**src/rtl/tcm_arb.sv**
```systemverilog
// ---------------------------------------------------------------------------
// tcm_arb
//
// Controller and two-way arbiter for a single-port TCM SRAM macro. The macro
// has a 1-cycle read latency and byte-masked writes, and cannot read and write
// in the same cycle. The instruction-fetch port (IFU) only reads. The
// load/store port (LSU) reads and writes.
//
// At most one transaction is outstanding. A new command can be granted in the
// same cycle that the outstanding response handshakes, so back-to-back
// accesses run at one per cycle. A stalled read response is copied into a
// holding buffer, because the SRAM output is not stable across cycles.
//
// Ports
//   clk, rst_n          clock, asynchronous active-low reset
//   ifu_cmd_*           IFU read command   (valid/ready, byte address)
//   ifu_rsp_*           IFU read response  (valid/ready, data)
//   lsu_cmd_*           LSU command        (valid/ready, addr, read, wdata, wmask)
//   lsu_rsp_*           LSU response       (valid/ready, data; 0 for write ack)
//   ram_addr/we/wem/din SRAM command side
//   ram_dout            SRAM read data, valid the cycle after a read
//
// Handshake semantics: a transfer happens on a rising edge where valid and
// ready are both high. A producer holds valid (and its payload) stable until
// that transfer. cmd_ready is combinational: it is only raised to the
// requester that wins arbitration, and only when a grant is allowed.
// ---------------------------------------------------------------------------
module tcm_arb #(
    parameter int AW         = 32,
    parameter int DW         = 32,
    parameter int MW         = 4,
    parameter int RAM_AW     = 9,
    parameter int STARVE_MAX = 4
) (
    input  logic              clk,
    input  logic              rst_n,

    input  logic              ifu_cmd_valid,
    output logic              ifu_cmd_ready,
    input  logic [AW-1:0]     ifu_cmd_addr,
    output logic              ifu_rsp_valid,
    input  logic              ifu_rsp_ready,
    output logic [DW-1:0]     ifu_rsp_rdata,

    input  logic              lsu_cmd_valid,
    output logic              lsu_cmd_ready,
    input  logic [AW-1:0]     lsu_cmd_addr,
    input  logic              lsu_cmd_read,
    input  logic [DW-1:0]     lsu_cmd_wdata,
    input  logic [MW-1:0]     lsu_cmd_wmask,
    output logic              lsu_rsp_valid,
    input  logic              lsu_rsp_ready,
    output logic [DW-1:0]     lsu_rsp_rdata,

    output logic [RAM_AW-1:0] ram_addr,
    output logic              ram_we,
    output logic [MW-1:0]     ram_wem,
    output logic [DW-1:0]     ram_din,
    input  logic [DW-1:0]     ram_dout
);

    localparam int SW = $clog2(STARVE_MAX + 1);
    localparam logic [SW-1:0] STARVE_SAT = SW'(STARVE_MAX);

    typedef enum logic [1:0] {
        ST_IDLE = 2'd0,   // nothing outstanding
        ST_LIVE = 2'd1,   // response cycle, data straight from ram_dout
        ST_HOLD = 2'd2    // response stalled, data from the holding buffer
    } state_t;

    // -----------------------------------------------------------------------
    // State
    // -----------------------------------------------------------------------
    state_t          state_q, state_d;
    logic            src_lsu_q, src_lsu_d;   // owner of the outstanding access: 1=LSU, 0=IFU
    logic            rd_q, rd_d;             // 1 = outstanding access is a read
    logic [DW-1:0]   buf_q, buf_d;           // holding buffer for a stalled response
    logic [SW-1:0]   starve_q, starve_d;     // LSU grants made while the IFU waited

    // -----------------------------------------------------------------------
    // Word index extraction; the byte offset and upper address bits are
    // deliberately not used.
    // -----------------------------------------------------------------------
    logic [RAM_AW-1:0] ifu_idx;
    logic [RAM_AW-1:0] lsu_idx;
    logic              unused_addr_bits;

    assign ifu_idx = ifu_cmd_addr[RAM_AW+1:2];
    assign lsu_idx = lsu_cmd_addr[RAM_AW+1:2];
    assign unused_addr_bits = ^{ifu_cmd_addr[1:0], lsu_cmd_addr[1:0],
                                ifu_cmd_addr[AW-1:RAM_AW+2], lsu_cmd_addr[AW-1:RAM_AW+2]};

    // -----------------------------------------------------------------------
    // Response side
    // -----------------------------------------------------------------------
    logic          busy;
    logic          owner_rsp_ready;
    logic          rsp_hs;
    logic [DW-1:0] rsp_data;

    always_comb begin
        busy            = (state_q != ST_IDLE);
        owner_rsp_ready = src_lsu_q ? lsu_rsp_ready : ifu_rsp_ready;
        // The owner's rsp_valid is high in every busy state, so the handshake
        // only needs the owner's ready.
        rsp_hs          = busy && owner_rsp_ready;

        rsp_data = '0;
        if (state_q == ST_HOLD) begin
            rsp_data = buf_q;
        end else if (state_q == ST_LIVE && rd_q) begin
            rsp_data = ram_dout;
        end
    end

    always_comb begin
        ifu_rsp_valid = busy && !src_lsu_q;
        lsu_rsp_valid = busy &&  src_lsu_q;
        ifu_rsp_rdata = ifu_rsp_valid ? rsp_data : '0;
        lsu_rsp_rdata = lsu_rsp_valid ? rsp_data : '0;
    end

    // -----------------------------------------------------------------------
    // Arbitration
    // -----------------------------------------------------------------------
    logic grant_ok;
    logic ifu_pick;
    logic lsu_pick;
    logic ifu_gnt;
    logic lsu_gnt;
    logic any_gnt;

    always_comb begin
        // rst_n gates the grant so that cmd_ready and ram_we drop immediately
        // on reset assertion, without waiting for a clock edge.
        grant_ok = rst_n && (!busy || rsp_hs);

        // The LSU normally wins. The IFU wins when it is the only requester,
        // or once the LSU has used up its run of grants.
        ifu_pick = ifu_cmd_valid && (!lsu_cmd_valid || (starve_q == STARVE_SAT));
        lsu_pick = lsu_cmd_valid && !ifu_pick;

        ifu_gnt  = grant_ok && ifu_pick;
        lsu_gnt  = grant_ok && lsu_pick;
        any_gnt  = ifu_gnt || lsu_gnt;
    end

    assign ifu_cmd_ready = ifu_gnt;
    assign lsu_cmd_ready = lsu_gnt;

    // -----------------------------------------------------------------------
    // SRAM drive
    // -----------------------------------------------------------------------
    // The index follows the arbitration winner and defaults to the IFU. While
    // a response is pending and nothing is granted, the SRAM may re-read an
    // arbitrary word. That is harmless because a stalled response is served
    // from buf_q.
    always_comb begin
        ram_addr = lsu_pick ? lsu_idx : ifu_idx;
        ram_we   = lsu_gnt && !lsu_cmd_read;
        ram_wem  = ram_we ? lsu_cmd_wmask : '0;
        ram_din  = lsu_cmd_wdata;
    end

    // -----------------------------------------------------------------------
    // Starvation counter
    // -----------------------------------------------------------------------
    always_comb begin
        starve_d = starve_q;
        if (!ifu_cmd_valid || ifu_gnt) begin
            starve_d = '0;
        end else if (lsu_gnt && (starve_q != STARVE_SAT)) begin
            starve_d = starve_q + SW'(1);
        end
    end

    // -----------------------------------------------------------------------
    // Next-state logic
    // -----------------------------------------------------------------------
    always_comb begin
        state_d   = state_q;
        src_lsu_d = src_lsu_q;
        rd_d      = rd_q;
        buf_d     = buf_q;

        case (state_q)
            ST_IDLE: begin
                if (any_gnt) begin
                    state_d = ST_LIVE;
                end
            end
            ST_LIVE: begin
                if (rsp_hs) begin
                    state_d = any_gnt ? ST_LIVE : ST_IDLE;
                end else begin
                    // The SRAM output only lasts one cycle, so keep a copy.
                    buf_d   = rsp_data;
                    state_d = ST_HOLD;
                end
            end
            ST_HOLD: begin
                if (rsp_hs) begin
                    state_d = any_gnt ? ST_LIVE : ST_IDLE;
                end
            end
            default: begin
                state_d = ST_IDLE;
            end
        endcase

        if (any_gnt) begin
            src_lsu_d = lsu_gnt;
            rd_d      = lsu_gnt ? lsu_cmd_read : 1'b1;
        end
    end

    // -----------------------------------------------------------------------
    // Registers
    // -----------------------------------------------------------------------
    always_ff @(posedge clk or negedge rst_n) begin
        if (!rst_n) begin
            state_q   <= ST_IDLE;
            src_lsu_q <= 1'b0;
            rd_q      <= 1'b0;
            buf_q     <= '0;
            starve_q  <= '0;
        end else begin
            state_q   <= state_d;
            src_lsu_q <= src_lsu_d;
            rd_q      <= rd_d;
            buf_q     <= buf_d;
            starve_q  <= starve_d;
        end
    end

endmodule

```
**config.mk**
```make
export PLATFORM = sky130hd
export DESIGN_NAME = tcm_arb
export DESIGN_NICKNAME = d
export VERILOG_FILES = /design/src/rtl/tcm_arb.sv
export SDC_FILE = /design/constraint.sdc
export NUM_CORES = 1
export LEC_CHECK = 0
export ABC_AREA = 1
export CORE_MARGIN = 4
export CORE_UTILIZATION = 32
export DETAILED_ROUTE_END_ITERATION = 7
export PLACE_DENSITY_LB_ADDON = 0.2
export SYNTH_ARGS = -nofsm -noshare
export SYNTH_HDL_FRONTEND = slang
export SYNTH_SLANG_ARGS = --single-unit
export TNS_END_PERCENT = 20
```
**constraint.sdc**
```tcl
create_clock -name clk -period 1.8 [get_ports clk]
set_clock_uncertainty 0.15 [all_clocks]
set_input_delay 0.36 -clock clk [delete_from_list [all_inputs] [get_ports clk]]
set_output_delay 0.36 -clock clk [all_outputs]
set_load 0.02 [all_outputs]
```
==> results by group <==
Worst setup path
  – Crit path cell chain: inv_1 > ha_2 > nand2_2 > o21a_4 > buf_12 > clkinv_8 > nand2_4 > nand2_2 > buf_6
  – Worst Setup End Kind: primary output
  – CP dominant cell by count: nand2_2
  – Max incr delay on CP: 390 ps
  – CP max-delay cell: dfrtp_1
  – FF-to-FF setup slack: 240 ps
  – CP Data Required Time: 1290 ps
  – Worst r2r dst: rd_q
  – CP Launch Type: flop
  – Reg2Reg Launch Point: src_lsu_q
  – CP arrival: 1600 ps
  – Worst-path maximum fanout: 5
  – CP startpoint: starve_q[0]
  – Reg2Reg Depth: 9
  – Setup CP Type: flop to primary output

Pwr
  – Max VDD drop: 363 uV
  – Pleak: 2.54 nW
  – Total power: 5.03 mW
  – Cell Pwr Density: 983 nW/um2

Place
  – Dpl hpwl: 6420 um
  – Placer Congestion: 0.827
  – Place WS: -728 ps
  – Placed Cells: 714
  – Buffers added on ports: 142
  – DP Area: 4650 um2

Drt
  – Via Count: 3247
  – 1st-pass router iterations: 4
  – Residual DRC count: 0
  – Vias/cell: 4.46
  – DR WL/cell: 12.0 um
  – Detailed Route WL: 8730 um
  – Iter 0 DRT Violations: 45
  – Antenna-violating nets left: 0

Floorplanning
  – Num ports: 253
  – Total core area: 8680 um2
  – FP Rows: 34
  – Chip Width: 102 um
  – Initial Utilization: 0.328
  – Area of the die: 10500 um2
  – Die height: 102 um

Timing
  – Post-layout minimum cycle time: 2110 ps
  – F_max: 475 MHz
  – Worst-margin pin slew: 490 ps
  – RSZ-0062 raised after global routing: yes
  – Fin. Hold Viols: 0
  – Final Max Slew Viols: 0
  – Final setup fails: 80
  – Tcrit/Tclk final: 1.17
  – Worst hold margin: 104 ps
  – Rel. slew slack: 0.673
  – Setup ws final: -306 ps

Yosys
  – Post-Synthesis Net Count: 580
  – FF+latch count, synth: 39
  – Ys Warns: 0
  – Synth unique cells: 21
  – Post-synth top area cell: dfrtp_1
  – Sequential cell area fraction in the yosys report: 0.343
  – Synthesized instance count: 439
  – Post-synth top area share: 0.343
  – Avg Cell Area, Syn: 6.49 um2
  – Netlist Area Pre-Place: 2850 um2
  – Synth top area cells: dfrtp_1 (34%), inv_1 (15%), nand2_1 (9.5%), nor2_1 (9.1%), buf_4 (9.0%)

Clock tree
  – CTS H-Tree Depth: 2
  – CTS tree: built
  – CTS buffer count: 5
  – Worst-Skew Late Latency: 280 ps
  – Root Buffer: clkbuf_8
  – Clk buf depth: 2
  – Worst-path clk slew: 80 ps
  – Sinks on Clock Net: 39

Global route
  – Total GRT Usage: 0.168
  – Initial antenna violation count: 0
  – Met1 Use GR: 0.196
  – Number of global-route vias before repair: 3208
  – Met2 Use GR: 0.304
  – First-pass GRT wire length: 14400 um
  – Total gr overflow: 0
  – Met3 GRT Util: 0.0416
  – Largest net degree at the start of global routing: 38
  – GRT Max-Usage Layer: met2

Job
  – Max Cap Viol: 0

Finish
  – Design Area, Final: 5120 um2
  – Layout cells sized above 1: 0.418
  – Nets@finish: 760
  – Area Growth Syn to Fin: 79.8%
  – N_diodes: 0
  – Fin cells: 728

Hold path
  – Hold crit path type: input pin to async pin

Status
  – Failing checks: negative setup slack
  – Status: finished, violations left
[cell usage in the layout (no fill, tap or decap), drive strengths merged, types with 3 or more instances in the layout]
cell / instances
buf: 164
clkbuf: 7
clkdlybuf4s50: 59
clkinv: 3
dfrtp: 39
inv: 119
nand2: 72
nand3: 7
nand4: 3
nor2: 72
o21ai: 35
o22ai: 32
[cell families (layout without fill, tap and decap cells)]
| family | Yosys count | count (layout) | synth area share |
|---|---|---|---|
| fa+ha+maj | 2 | 2 | 0.00879 |
| xor+xnor | 1 | 1 | 0.00308 |
| compound gates | 70 | 70 | 0.138 |
| flops | 39 | 39 | 0.343 |
| simple gates | 155 | 155 | 0.217 |
| buf+inv | 172 | 353 | 0.290 |
[worst max-delay path by stage]
stage,endpoint,cells past startpoint
2_1_floorplan,ifu_rsp_rdata[10],7
3_3_place_gp,ram_wem[0],5
3_5_place_dp,ram_wem[1],5
4_1_cts,ram_wem[0],7
5_1_grt,ram_wem[2],7
6_report,ram_addr[5],9
[repair_timing]
item | in CTS | in global routing
cloned | 2 | 0
pin swaps | 7 | 14
hold buffers | 1 | 0
endpoints found under the setup margin | 82 | 82
setup buffers | 2 | 1
endpoints found under the hold margin | 2 | 0
resized for setup | 432 | 104
[power by group]
part / internal [mW] / switching [mW] / total, mW
clock: 0.272 / 0.298 / 0.570
combinational: 1.49 / 1.59 / 3.09
sequential: 1.25 / 0.130 / 1.38
total: 3.01 / 2.02 / 5.03
[flip-flops by register name (all words and copies together), names as in the netlist]
register   cells
buf_q         32
rd_q           1
src_lsu_q      1
starve_q       3
state_q        2
[cell usage after synthesis, drive strengths merged]
| master | number |
|---|---|
| o21a | 1 |
| dfrtp | 39 |
| and3 | 1 |
| inv | 119 |
| o22ai | 32 |
| nand2 | 72 |
| a21oi | 2 |
| nand3 | 7 |
| buf | 52 |
| o21ai | 35 |
| ha | 2 |
| xor2 | 1 |
| nand4 | 3 |
| clkinv | 1 |
| nor2 | 72 |
[stage by stage]
| step | setup TNS, ps | utilization |
|---|---|---|
| after global routing | -29210 | 0.590 |
| after CTS | -23120 | 0.553 |
| after detailed placement | -43980 | 0.536 |
| final | -20530 | 0.590 |
| after global placement | -42930 | 0.536 |
| after floorplan | -3460 | - |
[final cells by class]
cell class | count | area, um2
Timing Repair Buffer | 224 | 2000
Fill cell | 842 | 3560
Clock buffer | 7 | 76.3
Sequential cell | 39 | 977
Inverter | 120 | 465
Multi-Input combinational cell | 228 | 1440
Timing Repair inverter | 1 | 16.3
Tap cell | 108 | 135
Clock inverter | 1 | 5.00
[critical path, delay by kind of cell, from the launching register on]
kind	cells	cell delay, ps
AO/OA/AOI/OAI	1	220
adder cells (fa/ha/maj)	1	160
buffers and inverters	4	370
flip-flops	1	390
AND/OR/NAND/NOR	3	170
[routing by layer]
| metal | vias up | routed length (um) |
|---|---|---|
| met1 | 1499 | 3370 |
| met4 | 0 | 192 |
| li1 | 1633 | - |
| met5 | - | 0 |
| met2 | 95 | 4540 |
| met3 | 20 | 627 |
Power figures use the tool's default switching activity.
==> patch, RTL diff (same settings) <==
The parameter `RAM_AW` goes from 9 to 10.
--- a/src/rtl/tcm_arb.sv
+++ b/src/rtl/tcm_arb.sv
@@ -30,5 +30,5 @@
     parameter int DW         = 32,
     parameter int MW         = 4,
-    parameter int RAM_AW     = 9,
+    parameter int RAM_AW     = 10,
     parameter int STARVE_MAX = 4
 ) (
Ports: changed (resized ram_addr); port bits go from 253 to 254. The function was not compared with the original's and may differ.
==> patch against the original RTL <==
  * The run still ends with negative setup slack left
  * Power rose by 9.7%
  * Count of clock-buffer cells in the layout fell by 1
  * Wire length rose by 4.1%
  * Area after synthesis rose by 7.7%
  * Sequential share of layout area fell by 0.82 points
  * Design area rose by 4.5%
  * Clock power rose by 23%
  * Sequential cell count did not move
  * Worst setup slack got worse by 0.013 ns
  * Critical path type unchanged
  * Largest power group unchanged
==> patch: results (changes against the original RTL) <==
- The share of final layout cell area taken by clock buffers and inverters is 1.92% (was 1.59%).
- The number of distinct library cell variants in the gate-level netlist after synthesis is 24 (was 21).
- The multi-input combinational area share is 29.0% (was 28.1%).
- The total vias in the final route came to 3,304 (was 3,247).
- The sum of net half-perimeters after detailed placement was 6700 um (was 6420 um).
- The global-route wire length before repair came to 14,900 um (was 14,400 um).
- The leakage power total is 2.66 nW (was 2.54 nW).
- The sequential element share of the synthesized area came to 31.8% (was 34.3%).
- The number of setup violations in the final report is 83 (was 80).
- The number of flip-flops and latches came to 39 (unchanged).
- Leading post-synthesis cells by cell area: sky130_fd_sc_hd__dfrtp_1 32%, sky130_fd_sc_hd__inv_1 14%, sky130_fd_sc_hd__o21ai_2 8.8% (was sky130_fd_sc_hd__dfrtp_1 34%, sky130_fd_sc_hd__inv_1 15%, sky130_fd_sc_hd__nand2_1 9.5%).
- The number of nets at the end of the flow is 780 (was 760).
- Failing checks: negative setup slack (unchanged).
- The number of clock-tree buffers in the layout is 6 (was 7).
- The peak supply drop came to 391 uV (was 363 uV).
- The critical path's top delay family is buffers and inverters (was flip-flops).
- The DRC marker count from the first detailed-route iteration is 66 (was 45).
- The number of gates resized after cts is 453 (was 432).
- The non-clock buffering overhead in the final layout is 39.3% (was 39.1%).
- The routability congestion estimate is 0.752 (was 0.827).
- Top post-synthesis cells by count: 115 x sky130_fd_sc_hd__inv_1, 69 x sky130_fd_sc_hd__nor2_1, 66 x sky130_fd_sc_hd__nand2_1 (was 114 x sky130_fd_sc_hd__inv_1, 72 x sky130_fd_sc_hd__nand2_1, 69 x sky130_fd_sc_hd__nor2_1).
- The global routing usage summed across all routing layers is 15.9% (was 16.8%).
- The highest fanout seen on the critical path is 4 (was 5).
- The proportion of layout cells with a drive suffix above 1 is 46.8% (was 41.8%).
- The pin count of the biggest net entering global routing was 42 (was 38).
- The total internal power is 3.38 mW (was 3.01 mW).
- Outcome: finished, violations left (unchanged).
- The detailed-router iteration count before antenna repair is 3 (was 4).
- The post-CTS repair timing setup buffer count is 4 (was 2).
- The cell area after synthesis is 0.00307 mm^2 (was 0.00285 mm^2).
- The chip width is 106 um (was 102 um).
- The worst setup slack after layout is -0.319 ns (was -0.306 ns).
- The origin of the critical flop-to-flop path is state_q[1] (was src_lsu_q).
- The count of plain and timing-repair buffers came to 242 (was 224).
- The parity-gate share of the synthesized area counting xor and xnor cells was 0.285% (was 0.308%).
- The count of multi-input gates is 231 (was 228).
- The summed negative setup slack over all endpoints was -22.49 ns (was -20.53 ns).
- The layout filler cell count is 896 (was 842).
-- patch: cell count changes after synthesis, sizes merged --
cell   delta
nand2     +3
-- patch: worst paths after layout --
path                            depth (start not counted)           to  slack [ns]
worst max-delay path                                    8       ram_we       -0.32
worst min-delay path                                    2    buf_q[29]        0.07
worst max register to register                          8     buf_q[5]        0.10
worst min register to register                          2  starve_q[0]        0.43
max in group asynchronous                               2   state_q[1]        1.05
min in group clk                                        2  starve_q[0]        0.43
-- patch: power groups by stage --
stage | logic [mW] | clock network, mW | registers, mW
6_report | 3.45 | 0.703 | 1.37
5_1_grt | 3.77 | 0.764 | 1.41
4_1_cts | 3.30 | 0.730 | 1.37
3_5_place_dp | 3.10 | 0 | 1.38
3_3_place_gp | 3.05 | 0 | 1.37
2_1_floorplan | 1.67 | 0 | 1.35
-- patch: cell families (layout without fill, tap and decap cells) --
| group | Yosys count | count (layout) |
|---|---|---|
| flip-flops | 39 | 39 |
| buffers and inverters | 172 | 369 |
| AO/OA/AOI/OAI | 70 | 70 |
| AND/OR/NAND/NOR | 158 | 158 |
| XOR/XNOR | 1 | 1 |
| adder cells (fa/ha/maj) | 2 | 2 |
-- patch: stage by stage --
step	std cells	setup WS, ns	util, %
4_1_cts	764	-0.349	55.6
5_1_grt	768	-0.416	57.6
2_1_floorplan	442	-0.0439	-
3_5_place_dp	752	-0.796	53.9
3_3_place_gp	752	-0.736	53.9
6_report	768	-0.319	57.6
-- patch: routing by layer --
metal / global-route usage, % / up-vias / part of all wire, %
met4: 3.70 / 0 / 0.84
li1: - / 1677 / -
met3: 4.98 / 10 / 7.5
met1: 17.8 / 1514 / 41
met5: 0 / - / 0
met2: 29.4 / 103 / 51
